$ cat config.mk
export PLATFORM = sky130hd
export DESIGN_NAME = freq_meter
export DESIGN_NICKNAME = d
export VERILOG_FILES = /design/src/rtl/freq_meter.sv
export SDC_FILE = /design/constraint.sdc
export NUM_CORES = 1
export LEC_CHECK = 0
export ABC_AREA = 1
export CORE_AREA = 4 4 105 107
export CTS_BUF_LIST = sky130_fd_sc_hd__clkbuf_4
export CTS_CLUSTER_DIAMETER = 100
export CTS_CLUSTER_SIZE = 24
export DETAILED_ROUTE_END_ITERATION = 10
export DIE_AREA = 0 0 109 111
export PLACE_DENSITY = 0.88
export SYNTH_ARGS = -nofsm -noshare
export SYNTH_HDL_FRONTEND = slang
export SYNTH_SLANG_ARGS = --single-unit
export TNS_END_PERCENT = 10
$ cat constraint.sdc
create_clock -name clk -period 2.7 [get_ports clk]
set_clock_uncertainty 0.2 [all_clocks]
set_input_delay 0.54 -clock clk [delete_from_list [all_inputs] [get_ports clk]]
set_output_delay 0.54 -clock clk [all_outputs]
set_load 0.01 [all_outputs]
$ cat src/rtl/freq_meter.sv
// freq_meter: counts rising edges of an asynchronous osc_in over a
// window of GATE_CYCLES clk cycles and publishes each count on a
// valid/ready result port.
// Ports: clk, resetn (sync, active-low), osc_in (async), en;
//   result/result_ovf/result_lost/result_valid out, result_ready in;
//   busy (gate running), stalled (no osc_in edge for STALL_CYCLES).
// Optional macro FREQ_METER_STALL_EN adds the stall counter; without
//   it, stalled is tied to 0.
module freq_meter #(
   parameter int GATE_CYCLES  = 12000000,
   parameter int CNT_W        = 32,
   parameter int SYNC_STAGES  = 2,
   parameter int STALL_CYCLES = 1000000
) (
   input  logic             clk,
   input  logic             resetn,
   input  logic             osc_in,
   input  logic             en,
   output logic [CNT_W-1:0] result,
   output logic             result_ovf,
   output logic             result_lost,
   output logic             result_valid,
   input  logic             result_ready,
   output logic             busy,
   output logic             stalled
);

   localparam int GW = $clog2(GATE_CYCLES);
   localparam logic [GW-1:0] GATE_LAST = GW'(GATE_CYCLES - 1);
   localparam logic [CNT_W-1:0] CNT_MAX = '1;

   typedef enum logic {IDLE, GATE} state_t;

   state_t                 state_q, state_d;
   logic [SYNC_STAGES-1:0] sync_q, sync_d;
   logic                   prev_q, prev_d;
   logic [GW-1:0]          gate_q, gate_d;
   logic [CNT_W-1:0]       edge_q, edge_d;
   logic                   ovf_q, ovf_d;
   logic [CNT_W-1:0]       res_q, res_d;
   logic                   rovf_q, rovf_d;
   logic                   lost_q, lost_d;
   logic                   valid_q, valid_d;

   logic                   edge_det;
   logic [CNT_W-1:0]       edge_nxt;
   logic                   ovf_nxt;

   assign sync_d   = {sync_q[SYNC_STAGES-2:0], osc_in};
   assign prev_d   = sync_q[SYNC_STAGES-1];
   assign edge_det = sync_q[SYNC_STAGES-1] & ~prev_q;

   // Count including this cycle's edge; an edge arriving at the
   // ceiling is dropped and flagged.
   always_comb begin
      edge_nxt = edge_q;
      ovf_nxt  = ovf_q;
      if (edge_det) begin
         if (edge_q == CNT_MAX) ovf_nxt = 1'b1;
         else                   edge_nxt = edge_q + 1'b1;
      end
   end

   always_comb begin
      state_d = state_q;
      gate_d  = gate_q;
      edge_d  = edge_q;
      ovf_d   = ovf_q;
      res_d   = res_q;
      rovf_d  = rovf_q;
      lost_d  = lost_q;
      valid_d = valid_q;

      if (valid_q && result_ready) begin
         valid_d = 1'b0;
         lost_d  = 1'b0;
      end

      case (state_q)
         IDLE: begin
            if (en) begin
               state_d = GATE;
               gate_d  = '0;
               edge_d  = '0;
               ovf_d   = 1'b0;
            end
         end
         GATE: begin
            // A completed window publishes even if en falls on its
            // last cycle; back-to-back gates restart with no gap.
            if (gate_q == GATE_LAST) begin
               res_d   = edge_nxt;
               rovf_d  = ovf_nxt;
               valid_d = 1'b1;
               lost_d  = valid_q & ~result_ready;
               gate_d  = '0;
               edge_d  = '0;
               ovf_d   = 1'b0;
               state_d = en ? GATE : IDLE;
            end else if (!en) begin
               state_d = IDLE;
            end else begin
               gate_d = gate_q + 1'b1;
               edge_d = edge_nxt;
               ovf_d  = ovf_nxt;
            end
         end
         default: state_d = IDLE;
      endcase
   end

   always_ff @(posedge clk) begin
      if (!resetn) begin
         state_q <= IDLE;
         sync_q  <= '0;
         prev_q  <= 1'b0;
         gate_q  <= '0;
         edge_q  <= '0;
         ovf_q   <= 1'b0;
         res_q   <= '0;
         rovf_q  <= 1'b0;
         lost_q  <= 1'b0;
         valid_q <= 1'b0;
      end else begin
         state_q <= state_d;
         sync_q  <= sync_d;
         prev_q  <= prev_d;
         gate_q  <= gate_d;
         edge_q  <= edge_d;
         ovf_q   <= ovf_d;
         res_q   <= res_d;
         rovf_q  <= rovf_d;
         lost_q  <= lost_d;
         valid_q <= valid_d;
      end
   end

   assign result       = res_q;
   assign result_ovf   = rovf_q;
   assign result_lost  = lost_q;
   assign result_valid = valid_q;
   assign busy         = (state_q == GATE);

`ifdef FREQ_METER_STALL_EN
   localparam int SW = $clog2(STALL_CYCLES + 1);
   localparam logic [SW-1:0] STALL_MAX = SW'(STALL_CYCLES);

   logic [SW-1:0] stall_q, stall_d;

   always_comb begin
      stall_d = stall_q;
      if (edge_det)                stall_d = '0;
      else if (stall_q != STALL_MAX) stall_d = stall_q + 1'b1;
   end

   always_ff @(posedge clk) begin
      if (!resetn) stall_q <= '0;
      else         stall_q <= stall_d;
   end

   assign stalled = (stall_q == STALL_MAX);
`else
   assign stalled = 1'b0;
`endif

endmodule
==> results <==
- By startpoint and endpoint, the worst setup path is classified as reg -> reg.
- In this run, synthesis produced a sequential element count of 96.
- The mean routed wirelength per cell is 12.6 um.
- The average cell area after synthesis is 6.30 sq um.
- Entering global routing, the biggest net connects 44 pins.
- The number of nets at the end of the flow is 935.
- After clock tree synthesis, the clock-pin slew on the worst setup and hold paths is 0.16 ns.
- The floorplan step defined a die boundary enclosing 12100 sq um.
- The iteration count of the initial detailed-routing pass is 6.
- The number of CTS-inserted buffers is 9.
- The final weighted congestion in routability-driven placement is 1.02.
- The tree built by TritonCTS fans out to 96 sinks.
- The worst-case clock buffer depth is 2.
- The CTS tree is yes.
- In this run the critical register-to-register path is launched from gate_q[0].
- The pre-CTS setup slack is 0.227 ns.
- The post-detailed-route DRC marker count is 0.
- The number of antenna diodes in the final layout is 0.
- Counting I/O delays and the setup requirement, the final critical path takes 2.45 ns.
- The total congestion overflow after global routing is 0.
- The number of nets produced by synthesis is 904.
- The cell count after placement is 1052.
- The worst path required time is 2.85 ns.
- The I/O pin count is 42.
- After legalization and detailed placement, the total HPWL measured 9.74 mm.
- In this run the critical register-to-register path is captured at gate_q[13].
- Summed over all layers, the routed wires come to 13.5 mm.
- The initial utilization of the core area, before any placement, comes to 55.8%.
- Dividing the detail-routed via count by the number of cells gives 5.23.
- The hold buffer count at cts is 0.
- In the final layout, the share of cells above drive strength 1 is 9.00%.
- The count of antenna-violating nets left after detailed routing is 0.
- Setup repair after global routing left no endpoint under its margin.
- The maximum frequency from static timing analysis is 409 MHz.
- The warning count from the yosys run is 0.
- The synthesis-to-finish area growth is 11.2%.
- The first global-routing pass estimated 23.3 mm of wire.
- Sequential cells were found to cover 34.0% of the synthesized design area.
- The overall routing resource usage is 23.3%.
- STA classifies the critical path endpoint as a register.
- The initial antenna violation count is 0.
- The part of the cycle the worst path needs is 90.7%.
- The worst-case hold slack is 0.227 ns.
- The DRC marker count from the first detailed-route iteration is 383.
- The number of violations of the max-capacitance limit is 0.
- The peak fanout along the critical path is 23.
- The number of gates resized after CTS was 0.
- In this run the horizontal extent of the chip is 109 um.
- Across the VDD grid, the largest voltage drop is 0.280 mV.
- The count of standard-cell rows is 37.
- Excluding fillers, the count of instances in the completed layout stands at 1069.
- In this run the worst setup path begins at gate_q[0].
- At the pin with the least slew margin, the transition time is 0.499 ns.
- The fraction of synthesis flops using an asynchronous set or reset pin is 0%.
- The detailed router placed 5589 vias in this run.
- In this run the tightest slew margin relative to its limit is 66.5%.
- The number of endpoints with negative hold slack in the final report was 0.
- In this run, synthesis inferred 0 flip-flops with an integrated enable.
- The worst setup path is launched from a register.
- For the worst setup path, the data arrival time is 2.60 ns.
- Following the worst setup path forward leads to its endpoint at gate_q[13].
- The number of global-route vias before repair was 5216.
- The latest clock arrival within the worst-skew pair is 0.47 ns.
- In this run, distinct cell masters in the synthesized netlist total 38.
- The die is 111 um tall.
- The worst hold path belongs to the class reg -> reg.
- The tree is rooted in a sky130_fd_sc_hd__clkbuf_4.
- The area of the core region is 10100 sq um.
- The number of post-CTS setup repair buffers is 0.
- The synthesized instance count is 897.
- The summed negative setup slack over all endpoints is 0 ns.
- Once routing completed, OpenROAD measured the worst setup slack at 0.252 ns.
- The register-to-register path setup slack is 0.25 ns.
- The H-tree was split into 3 levels.
- The flow ran to the end, and the final reports show no timing, DRC or antenna violations.
- Setup violations remaining at the end of the flow were counted as 0.
- Dividing total power by cell area gives a power density of 368 nW/um^2.
- The post-layout utilization of the core is 62.0%.
- The number of cells on the worst reg-to-reg path is 11.
- The leakage dissipation is 2.69 nW.
- For this run, the leading register cell type out of synthesis is sky130_fd_sc_hd__dfxtp_1.
- The count of buffers from port buffering is 40.
- The cell area after synthesis is 5650 sq um.
- The count of pins over their slew limit is 0.
## synthesized netlist by cell type (all sizes together), types with 2 or more instances
cell type	count	area (sq um)
xor2	9	78.8
dfxtp	96	1920
or2	2	12.5
a21oi	34	174
inv	117	439
nand3b	3	30.0
nand3	67	398
ha	2	25.0
clkbuf	9	33.8
nor2	153	656
o22ai	2	12.5
nor3	16	85.1
nand4	28	190
nand2	276	1090
o21ai	53	292
buf	25	180
## registers in the layout (all words and copies together), names as in the netlist, 2 cells and up
name	cells
edge_q	32
result	32
gate_q	24
sync_q	2
## layout by cell type (no fill, tap or decap), types with 2 or more instances in the layout
master                            instances
sky130_fd_sc_hd__a21oi_1                 33
sky130_fd_sc_hd__buf_12                   2
sky130_fd_sc_hd__buf_4                   11
sky130_fd_sc_hd__clkbuf_4                 9
sky130_fd_sc_hd__clkdlybuf4s50_1         40
sky130_fd_sc_hd__dfxtp_1                 96
sky130_fd_sc_hd__ha_1                     2
sky130_fd_sc_hd__inv_1                  112
sky130_fd_sc_hd__inv_2                    5
sky130_fd_sc_hd__inv_8                    3
sky130_fd_sc_hd__nand2_1                263
sky130_fd_sc_hd__nand2_2                  8
sky130_fd_sc_hd__nand2_4                  5
sky130_fd_sc_hd__nand3_1                 56
sky130_fd_sc_hd__nand3_2                 11
sky130_fd_sc_hd__nand3b_2                 2
sky130_fd_sc_hd__nand4_1                 27
sky130_fd_sc_hd__nor2_1                 142
sky130_fd_sc_hd__nor2_2                   5
sky130_fd_sc_hd__nor2_4                   3
sky130_fd_sc_hd__nor2_8                   3
sky130_fd_sc_hd__nor3_1                  15
sky130_fd_sc_hd__o21ai_0                 37
sky130_fd_sc_hd__o21ai_1                  9
sky130_fd_sc_hd__o21ai_2                  7
sky130_fd_sc_hd__o22ai_1                  2
sky130_fd_sc_hd__or2_2                    2
sky130_fd_sc_hd__xor2_1                   9
## kinds of logic (layout without fill, tap and decap cells)
kind of cell	count (synthesis)	after routing	synth area share, %
flip-flops	96	96	34.0
AND/OR/NAND/NOR	547	548	43.8
buffers and inverters	151	186	11.6
other	1	1	0.0663
adder cells (fa/ha/maj)	2	2	0.443
AO/OA/AOI/OAI	91	91	8.72
XOR/XNOR	9	9	1.39
## worst min path at each step
stage / cells after the start / to / slack [ns] / from
finish: 2 / sync_q[1] / 0.23 / sync_q[0]
global route: 2 / sync_q[1] / 0.26 / sync_q[0]
CTS: 2 / sync_q[1] / 0.23 / sync_q[0]
detailed placement: 2 / sync_q[1] / 0.20 / sync_q[0]
global placement: 2 / sync_q[1] / 0.19 / sync_q[0]
floorplan: 2 / sync_q[1] / 0.19 / sync_q[0]
## through the flow
| step | area [sq um] | total power, mW |
|---|---|---|
| 2_1_floorplan | 5650 | 1.53 |
| 3_3_place_gp | 6140 | 1.56 |
| 3_5_place_dp | 6140 | 1.56 |
| 4_1_cts | 6280 | 2.33 |
| 5_1_grt | 6290 | 2.41 |
| 6_report | 6290 | 2.31 |
## final cells by class
type	instances	area (sq um)
Clock buffer	9	67.6
Clock inverter	7	75.1
Fill cell	921	3850
Inverter	117	439
Multi-Input combinational cell	651	3090
Sequential cell	96	1920
Tap cell	136	170
Timing Repair Buffer	53	523
## report_power, final
part           internal (mW)  switching, mW  total (mW)
Combinational         0.0300         0.0785       0.109
Clock                  0.221          0.555       0.777
Sequential              1.42        0.00443        1.43
Total                   1.67          0.638        2.31
## layer usage
metal  wire length [um]  GRT usage, %  vias up
met5                  0             0        -
met4                279          6.73        0
met3               1060          5.71       27
met2               6320          38.5      219
met1               5810          29.8     2470
li1                   -             -     2873
## critical path, cell delays in order, from the launching register on
cell and delay [ns]:
sky130_fd_sc_hd__dfxtp_1 0.42, sky130_fd_sc_hd__ha_1 0.25, sky130_fd_sc_hd__nand2_2 0.10, sky130_fd_sc_hd__nor2_4 0.13
sky130_fd_sc_hd__nand2_4 0.09, sky130_fd_sc_hd__nor2_8 0.14, sky130_fd_sc_hd__nand3_2 0.14, sky130_fd_sc_hd__nand2_2 0.14
sky130_fd_sc_hd__nand2_2 0.31, sky130_fd_sc_hd__buf_4 0.29, sky130_fd_sc_hd__nand2_1 0.07, sky130_fd_sc_hd__a21oi_1 0.06
Power figures use the tool's default switching activity.
